[src/rtl/fb_writer_if.sv]
// Pixel-stream and SDRAM burst-write signal bundle for fb_writer.
// The master modport is the DMA side; the slave modport is the producer/controller side.
interface fb_writer_if #(
  parameter int DATA_W = 16
);
  logic              pix_valid_i;
  logic              pix_ready_o;
  logic [DATA_W-1:0] pix_data_i;
  logic              sdram_wr;
  logic              sdram_rdy;
  logic              sdram_ack;
  logic [23:0]       sdram_addr_x16;
  logic [DATA_W-1:0] sdram_wdata;

  modport master (
    input  pix_valid_i, pix_data_i, sdram_rdy,
    output pix_ready_o, sdram_wr, sdram_ack, sdram_addr_x16, sdram_wdata
  );

  modport slave (
    output pix_valid_i, pix_data_i, sdram_rdy,
    input  pix_ready_o, sdram_wr, sdram_ack, sdram_addr_x16, sdram_wdata
  );
endinterface

[src/rtl/fb_writer.sv]
// Burst-write DMA: buffers RGB565 pixels in a two-burst FWFT FIFO and writes them
// to the SDRAM framebuffer in full bursts only, so a burst never starves mid-transfer.
module fb_writer #(
  parameter int          BURST_LEN   = 64,
  parameter int          BURST_BITS  = 6,
  parameter int          FRAME_WORDS = 76800,
  parameter logic [5:0]  FB_PAGE     = 6'h20,
  parameter int          DATA_W      = 16
) (
  input  logic          clk_i,
  input  logic          rst_i,
  input  logic          start_i,
  output logic          busy_o,
  output logic          done_o,
  fb_writer_if.master   bus
);

  localparam int                    FIFO_DEPTH = 2 * BURST_LEN;
  localparam int                    PTR_W      = BURST_BITS + 1;
  localparam int                    CNT_W      = BURST_BITS + 2;
  localparam logic [CNT_W-1:0]      FIFO_FULL  = CNT_W'(FIFO_DEPTH);
  localparam logic [CNT_W-1:0]      BURST_CNT  = CNT_W'(BURST_LEN);
  localparam logic [16:0]           FRAME_CNT  = 17'(FRAME_WORDS);
  localparam logic [16:0]           OUT_STEP   = 17'(BURST_LEN);
  localparam logic [17:0]           ADDR_STEP  = 18'(BURST_LEN);
  localparam logic [BURST_BITS-1:0] LAST_BEAT  = BURST_BITS'(BURST_LEN - 1);

  typedef enum logic [1:0] {
    IDLE  = 2'd0,
    FILL  = 2'd1,
    BURST = 2'd2,
    ACK   = 2'd3
  } state_t;

  state_t                 state;
  logic [DATA_W-1:0]      fifo_mem [FIFO_DEPTH];
  logic [PTR_W-1:0]       wr_ptr;
  logic [PTR_W-1:0]       rd_ptr;
  logic [CNT_W-1:0]       fifo_cnt;
  logic [16:0]            in_count;
  logic [16:0]            out_count;
  logic [17:0]            addr_off;
  logic [BURST_BITS-1:0]  beat;
  logic                   wr_q;
  logic                   ack_q;
  logic                   fifo_full;
  logic                   pix_ready;
  logic                   push;
  logic                   pop;

  assign fifo_full = (fifo_cnt == FIFO_FULL);
  assign pix_ready = busy_o && !fifo_full && (in_count < FRAME_CNT);
  assign push      = bus.pix_valid_i && pix_ready;
  // wr_q is only ever high in BURST, so a transfer is exactly wr && rdy.
  assign pop       = wr_q && bus.sdram_rdy;

  assign bus.pix_ready_o    = pix_ready;
  assign bus.sdram_wr       = wr_q;
  assign bus.sdram_ack      = ack_q;
  assign bus.sdram_addr_x16 = {FB_PAGE, addr_off};
  assign bus.sdram_wdata    = fifo_mem[rd_ptr];

  // FIFO storage: pure data, no reset.
  always_ff @(posedge clk_i) begin
    if (push) begin
      fifo_mem[wr_ptr[PTR_W-1:0]] <= bus.pix_data_i;
    end
  end

  // FIFO pointers and occupancy; push and pop in one cycle leave the count unchanged.
  always_ff @(posedge clk_i or posedge rst_i) begin
    if (rst_i) begin
      wr_ptr   <= '0;
      rd_ptr   <= '0;
      fifo_cnt <= '0;
    end else begin
      if (push) begin
        wr_ptr <= wr_ptr + 1'b1;
      end
      if (pop) begin
        rd_ptr <= rd_ptr + 1'b1;
      end
      case ({push, pop})
        2'b10:   fifo_cnt <= fifo_cnt + 1'b1;
        2'b01:   fifo_cnt <= fifo_cnt - 1'b1;
        default: fifo_cnt <= fifo_cnt;
      endcase
    end
  end

  // Frame sequencer: IDLE -> FILL -> BURST -> ACK -> (FILL | IDLE).
  always_ff @(posedge clk_i or posedge rst_i) begin
    if (rst_i) begin
      state     <= IDLE;
      busy_o    <= 1'b0;
      done_o    <= 1'b0;
      wr_q      <= 1'b0;
      ack_q     <= 1'b0;
      in_count  <= '0;
      out_count <= '0;
      addr_off  <= '0;
      beat      <= '0;
    end else begin
      done_o <= 1'b0;
      if (push) begin
        in_count <= in_count + 1'b1;
      end
      case (state)
        IDLE: begin
          if (start_i) begin
            in_count  <= '0;
            out_count <= '0;
            addr_off  <= '0;
            busy_o    <= 1'b1;
            state     <= FILL;
          end
        end
        FILL: begin
          if (fifo_cnt >= BURST_CNT) begin
            wr_q  <= 1'b1;
            beat  <= '0;
            state <= BURST;
          end
        end
        BURST: begin
          if (pop) begin
            beat <= beat + 1'b1;
            if (beat == LAST_BEAT) begin
              wr_q      <= 1'b0;
              ack_q     <= 1'b1;
              addr_off  <= addr_off + ADDR_STEP;
              out_count <= out_count + OUT_STEP;
              state     <= ACK;
            end
          end
        end
        ACK: begin
          ack_q <= 1'b0;
          if (out_count == FRAME_CNT) begin
            done_o <= 1'b1;
            busy_o <= 1'b0;
            state  <= IDLE;
          end else begin
            state <= FILL;
          end
        end
        default: state <= IDLE;
      endcase
    end
  end

endmodule

[src/flat_wrapper.sv]
// flat-port wrapper written by rule: the top's interface ports become plain ports
module fb_writer_flat 
#(
  parameter int          BURST_LEN   = 64,
  parameter int          BURST_BITS  = 6,
  parameter int          FRAME_WORDS = 76800,
  parameter logic [5:0]  FB_PAGE     = 6'h20,
  parameter int          DATA_W      = 16
)
  (clk_i, rst_i, start_i, busy_o, done_o, bus_pix_valid_i, bus_pix_data_i, bus_sdram_rdy, bus_pix_ready_o, bus_sdram_wr, bus_sdram_ack, bus_sdram_addr_x16, bus_sdram_wdata);
  fb_writer_if #(.DATA_W(DATA_W)) bus_i ();
  input  logic clk_i;
  input  logic rst_i;
  input  logic start_i;
  output logic busy_o;
  output logic done_o;
  input wire logic [$bits(bus_i.pix_valid_i)-1:0] bus_pix_valid_i;
  input wire logic [$bits(bus_i.pix_data_i)-1:0] bus_pix_data_i;
  input wire logic [$bits(bus_i.sdram_rdy)-1:0] bus_sdram_rdy;
  output wire logic [$bits(bus_i.pix_ready_o)-1:0] bus_pix_ready_o;
  output wire logic [$bits(bus_i.sdram_wr)-1:0] bus_sdram_wr;
  output wire logic [$bits(bus_i.sdram_ack)-1:0] bus_sdram_ack;
  output wire logic [$bits(bus_i.sdram_addr_x16)-1:0] bus_sdram_addr_x16;
  output wire logic [$bits(bus_i.sdram_wdata)-1:0] bus_sdram_wdata;
  assign bus_i.pix_valid_i = bus_pix_valid_i;
  assign bus_i.pix_data_i = bus_pix_data_i;
  assign bus_i.sdram_rdy = bus_sdram_rdy;
  assign bus_pix_ready_o = bus_i.pix_ready_o;
  assign bus_sdram_wr = bus_i.sdram_wr;
  assign bus_sdram_ack = bus_i.sdram_ack;
  assign bus_sdram_addr_x16 = bus_i.sdram_addr_x16;
  assign bus_sdram_wdata = bus_i.sdram_wdata;
  fb_writer #(.BURST_LEN(BURST_LEN), .BURST_BITS(BURST_BITS), .FRAME_WORDS(FRAME_WORDS), .FB_PAGE(FB_PAGE), .DATA_W(DATA_W)) u_core (.clk_i(clk_i), .rst_i(rst_i), .start_i(start_i), .busy_o(busy_o), .done_o(done_o), .bus(bus_i));
endmodule
[config.mk]
export PLATFORM = sky130hd
export DESIGN_NAME = fb_writer_flat
export DESIGN_NICKNAME = d
export VERILOG_FILES = /design/src/rtl/fb_writer_if.sv /design/src/rtl/fb_writer.sv /design/src/flat_wrapper.sv
export SDC_FILE = /design/constraint.sdc
export NUM_CORES = 2
export LEC_CHECK = 0
export CAP_MARGIN = 20
export CORE_MARGIN = 2
export CORE_UTILIZATION = 65
export CTS_CLUSTER_DIAMETER = 50
export DETAILED_ROUTE_END_ITERATION = 6
export PLACE_DENSITY = 0.82
export SLEW_MARGIN = 15
export SYNTH_ARGS = -nofsm -noshare
export SYNTH_HDL_FRONTEND = slang
export SYNTH_SLANG_ARGS = --single-unit
[constraint.sdc]
create_clock -name clk_i -period 5.2 [get_ports clk_i]
set_clock_uncertainty 0.1 [all_clocks]
set_input_delay 0.52 -clock clk_i [delete_from_list [all_inputs] [get_ports clk_i]]
set_output_delay 0.52 -clock clk_i [all_outputs]
set_load 0.005 [all_outputs]
==> results.ini <==
[run_status]
status = finished with violations
violations = design-rule violations, negative setup slack

[yosys]
synth_cell_types = 85
synth-async-reset-ratio = 0.03487
synth_flop_cell = edfxtp_1
yosys.area.top_type = edfxtp_1
syn_area_per_cell_um2 = 20.18
synth_area_leaders = edfxtp_1 (73%), mux4_2 (10%), mux2i_1 (3.5%)
synth_area_um2 = 83710
syn_inst = 4147
yosysTopAreaCellShare = 0.7347
synth_seq_area_share = 0.7568
yosys_warnings = 0
synth_edf_count = 2048
ys_seq_elements = 2122

[drt]
route.detailed.drc = 1
first_iter_violations = 8132
firstDrtPassIters = 7
wirelength_um = 225800
drtAntennaViolNets = 0
wire_per_inst_um = 36.05
via_per_inst = 7.331
vias = 45900

[placement]
post_dp_cell_area_um2 = 86910
dp.cells = 5870
gp_congestion = 0.9187
numPortBuffers = 53
hpwl_um = 125300

[clocking]
root_buffer = clkbuf_16
cts_made_buffers = 203
clockBufferDepth = 3
h-tree-depth = 4
cts_tree = yes
cts.clk_slew.worst_paths_ps = 60
clock_latency_ps = 840
clock-sinks = 2122

[final_layout]
multi_input_area_um2 = 18820
layout.nets = 4458
finish.utilization = 0.7347
seq_area_um2 = 63370
areaGrowthSynthToFinish_pct = 12.08
postLayoutCellArea_um2 = 93810
filler_cell_count = 6542
drive_above_1_share = 0.2244
fin_cells = 6262

[timing]
setup_slack_ps = -94.82
fmax_mhz = 188.9
setup_viol = 2
post-route-period-util = 1.018
finalSetupTns_ps = -95.47
finalMaxSlewViolations = 0
slew_headroom = 0.1832
finalCriticalPeriod_ps = 5295
finalHoldViolCount = 0
tightestPinTransition_ps = 1191

[critical_path]
worstPathArrival_ps = 4670
end_kind = output pin
critPathKind = reg2out
crit_required_ps = 4580
cp_max_fo = 25
startpoint_type = flip-flop

[floorplan]
num_rows = 131
die_x_um = 362.9
core_area_um2 = 127700
initial_core_util = 0.6556
ios = 66
die_h_um = 362.9
die_area_um2 = 131700

[global_route]
track_usage = 0.3458
grt_pass1_wl_um = 322300
grt_antenna_before_repair = 7
grt_pass1_vias = 44880
overflow = 0
grt_start_max_net_pins = 116

[power_and_ir_drop]
ir_drop_mv = 0.4990
p_per_area_nw_per_um2 = 532.5
p_leak_nw = 30.57
p_total_mw = 49.95

[min_path]
hold_path_class = in2reg

[run]
cap_violations = 0

[logic make-up (layout without fill, tap and decap cells)]
kind of cell             Yosys count  count (layout)  synth area share
AO/OA/AOI/OAI                    455             455           0.03961
XOR/XNOR                          48              48          0.005022
adder cells (fa/ha/maj)           14              14          0.002093
buffers and inverters            269             710           0.01996
flip-flops                      2122            2122            0.7568
multiplexers                     731             731            0.1475
other                              2              14        0.00008972
AND/OR/NAND/NOR                  506             506           0.02885
[cells in the mapped netlist, drive strengths merged (27+ instances only)]
| library cell | instances |
|---|---|
| o21ai | 71 |
| mux4 | 393 |
| mux2i | 296 |
| dfrtp | 74 |
| o22ai | 27 |
| mux2 | 42 |
| edfxtp | 2048 |
| o221ai | 35 |
| nor3 | 32 |
| nand3 | 33 |
| clkbuf | 65 |
| xnor2 | 32 |
| nor2 | 201 |
| a22oi | 91 |
| nand2 | 100 |
| buf | 184 |
| a21oi | 50 |
[placed cells by master, fill, tap and decap left out, types with 67 or more instances in the layout]
| cell type | synthesis | final |
|---|---|---|
| edfxtp_1 | 2048 | 2048 |
| mux4_2 | 376 | 376 |
| mux2i_1 | 296 | 292 |
| buf_4 | 57 | 238 |
| clkbuf_16 | 0 | 209 |
| nor2_1 | 197 | 197 |
| nand2_1 | 100 | 100 |
| a22oi_1 | 91 | 91 |
| dfrtp_1 | 74 | 69 |
| o21ai_0 | 68 | 67 |
[path summary, 6_finish.rpt]
| check | slack, ps | startpoint | depth (start not counted) | to |
|---|---|---|---|---|
| worst max-delay path | -90 | u_core.rd_ptr[1] | 8 | bus_sdram_wdata[14] |
| worst min-delay path | 160 | bus_pix_data_i[1] | 1 | u_core.fifo_mem[55][1] |
| worst max register to register | 870 | u_core.in_count[10] | 7 | u_core.fifo_mem[71][1] |
| worst min register to register | 410 | u_core.beat[3] | 1 | u_core.beat[3] |
| max in group asynchronous | 3980 | rst_i | 4 | u_core.rd_ptr[3] |
| min in group asynchronous | 350 | rst_i | 3 | u_core.in_count[13] |
[layout make-up]
type	count	area share
well taps	1662	0.02217
clock buffers	255	0.05791
diodes	2	0.00005335
multi-input cells	1766	0.2006
inverters	20	0.0008136
repair buffers	310	0.03048
clock inverters	125	0.01256
flip-flops and latches	2122	0.6755
[worst max-delay path, stage by stage (launching register included)]
cell             delay (ps)
dfrtp_4                 790
buf_4                   480
nand2b_1                280
a2111oi_0               730
a311oi_1                120
o21ai_0                 200
o22ai_1                 310
o211a_1                 420
clkdlybuf4s50_1         500
[sequential cells by signal, indices dropped and copies added (netlist names)]
| register | flops |
|---|---|
| u_core.fifo_mem | 2048 |
| u_core.in_count | 17 |
| u_core.addr_off | 12 |
| u_core.out_count | 11 |
| u_core.fifo_cnt | 8 |
| u_core.rd_ptr | 7 |
| u_core.wr_ptr | 7 |
| u_core.beat | 6 |
| u_core.state | 2 |
| u_core.bus.sdram_ack | 1 |
| u_core.bus.sdram_wr | 1 |
| u_core.busy_o | 1 |
| u_core.done_o | 1 |
[where the power goes]
group	total [mW]	switching, mW	internal (mW)
clock network	14.7	6.48	8.24
registers	19.3	0.389	18.9
logic	15.9	9.62	6.29
[through the flow]
step / hold WS [ps] / setup WS (ps)
after floorplan: 367.7 / 1586
after global placement: 392.5 / 526.9
after detailed placement: 405.7 / 561.6
after CTS: 78.17 / 3.256
after global routing: 170.6 / -1.115
final: 156.0 / -94.82
[per-layer routing]
metal | routed length [µm] | vias to the layer above | global-route usage | share of wire
met1 | 76310 | 23350 | 0.4710 | 0.34
met5 | 67 | - | 0 | 0.00030
met2 | 105000 | 4183 | 0.5213 | 0.47
met4 | 12670 | 10 | 0.1718 | 0.056
met3 | 31690 | 693 | 0.09862 | 0.14
li1 | - | 17670 | - | -
[timing repair]
item	4_1_cts	5_1_grt
buffers inserted	2	6
setup endpoints to repair	16	14
endpoints found under the hold margin	0	8
resized for setup	17	5
pin swaps	0	1
hold buffers	0	1
(Power assumes the default switching activity.)
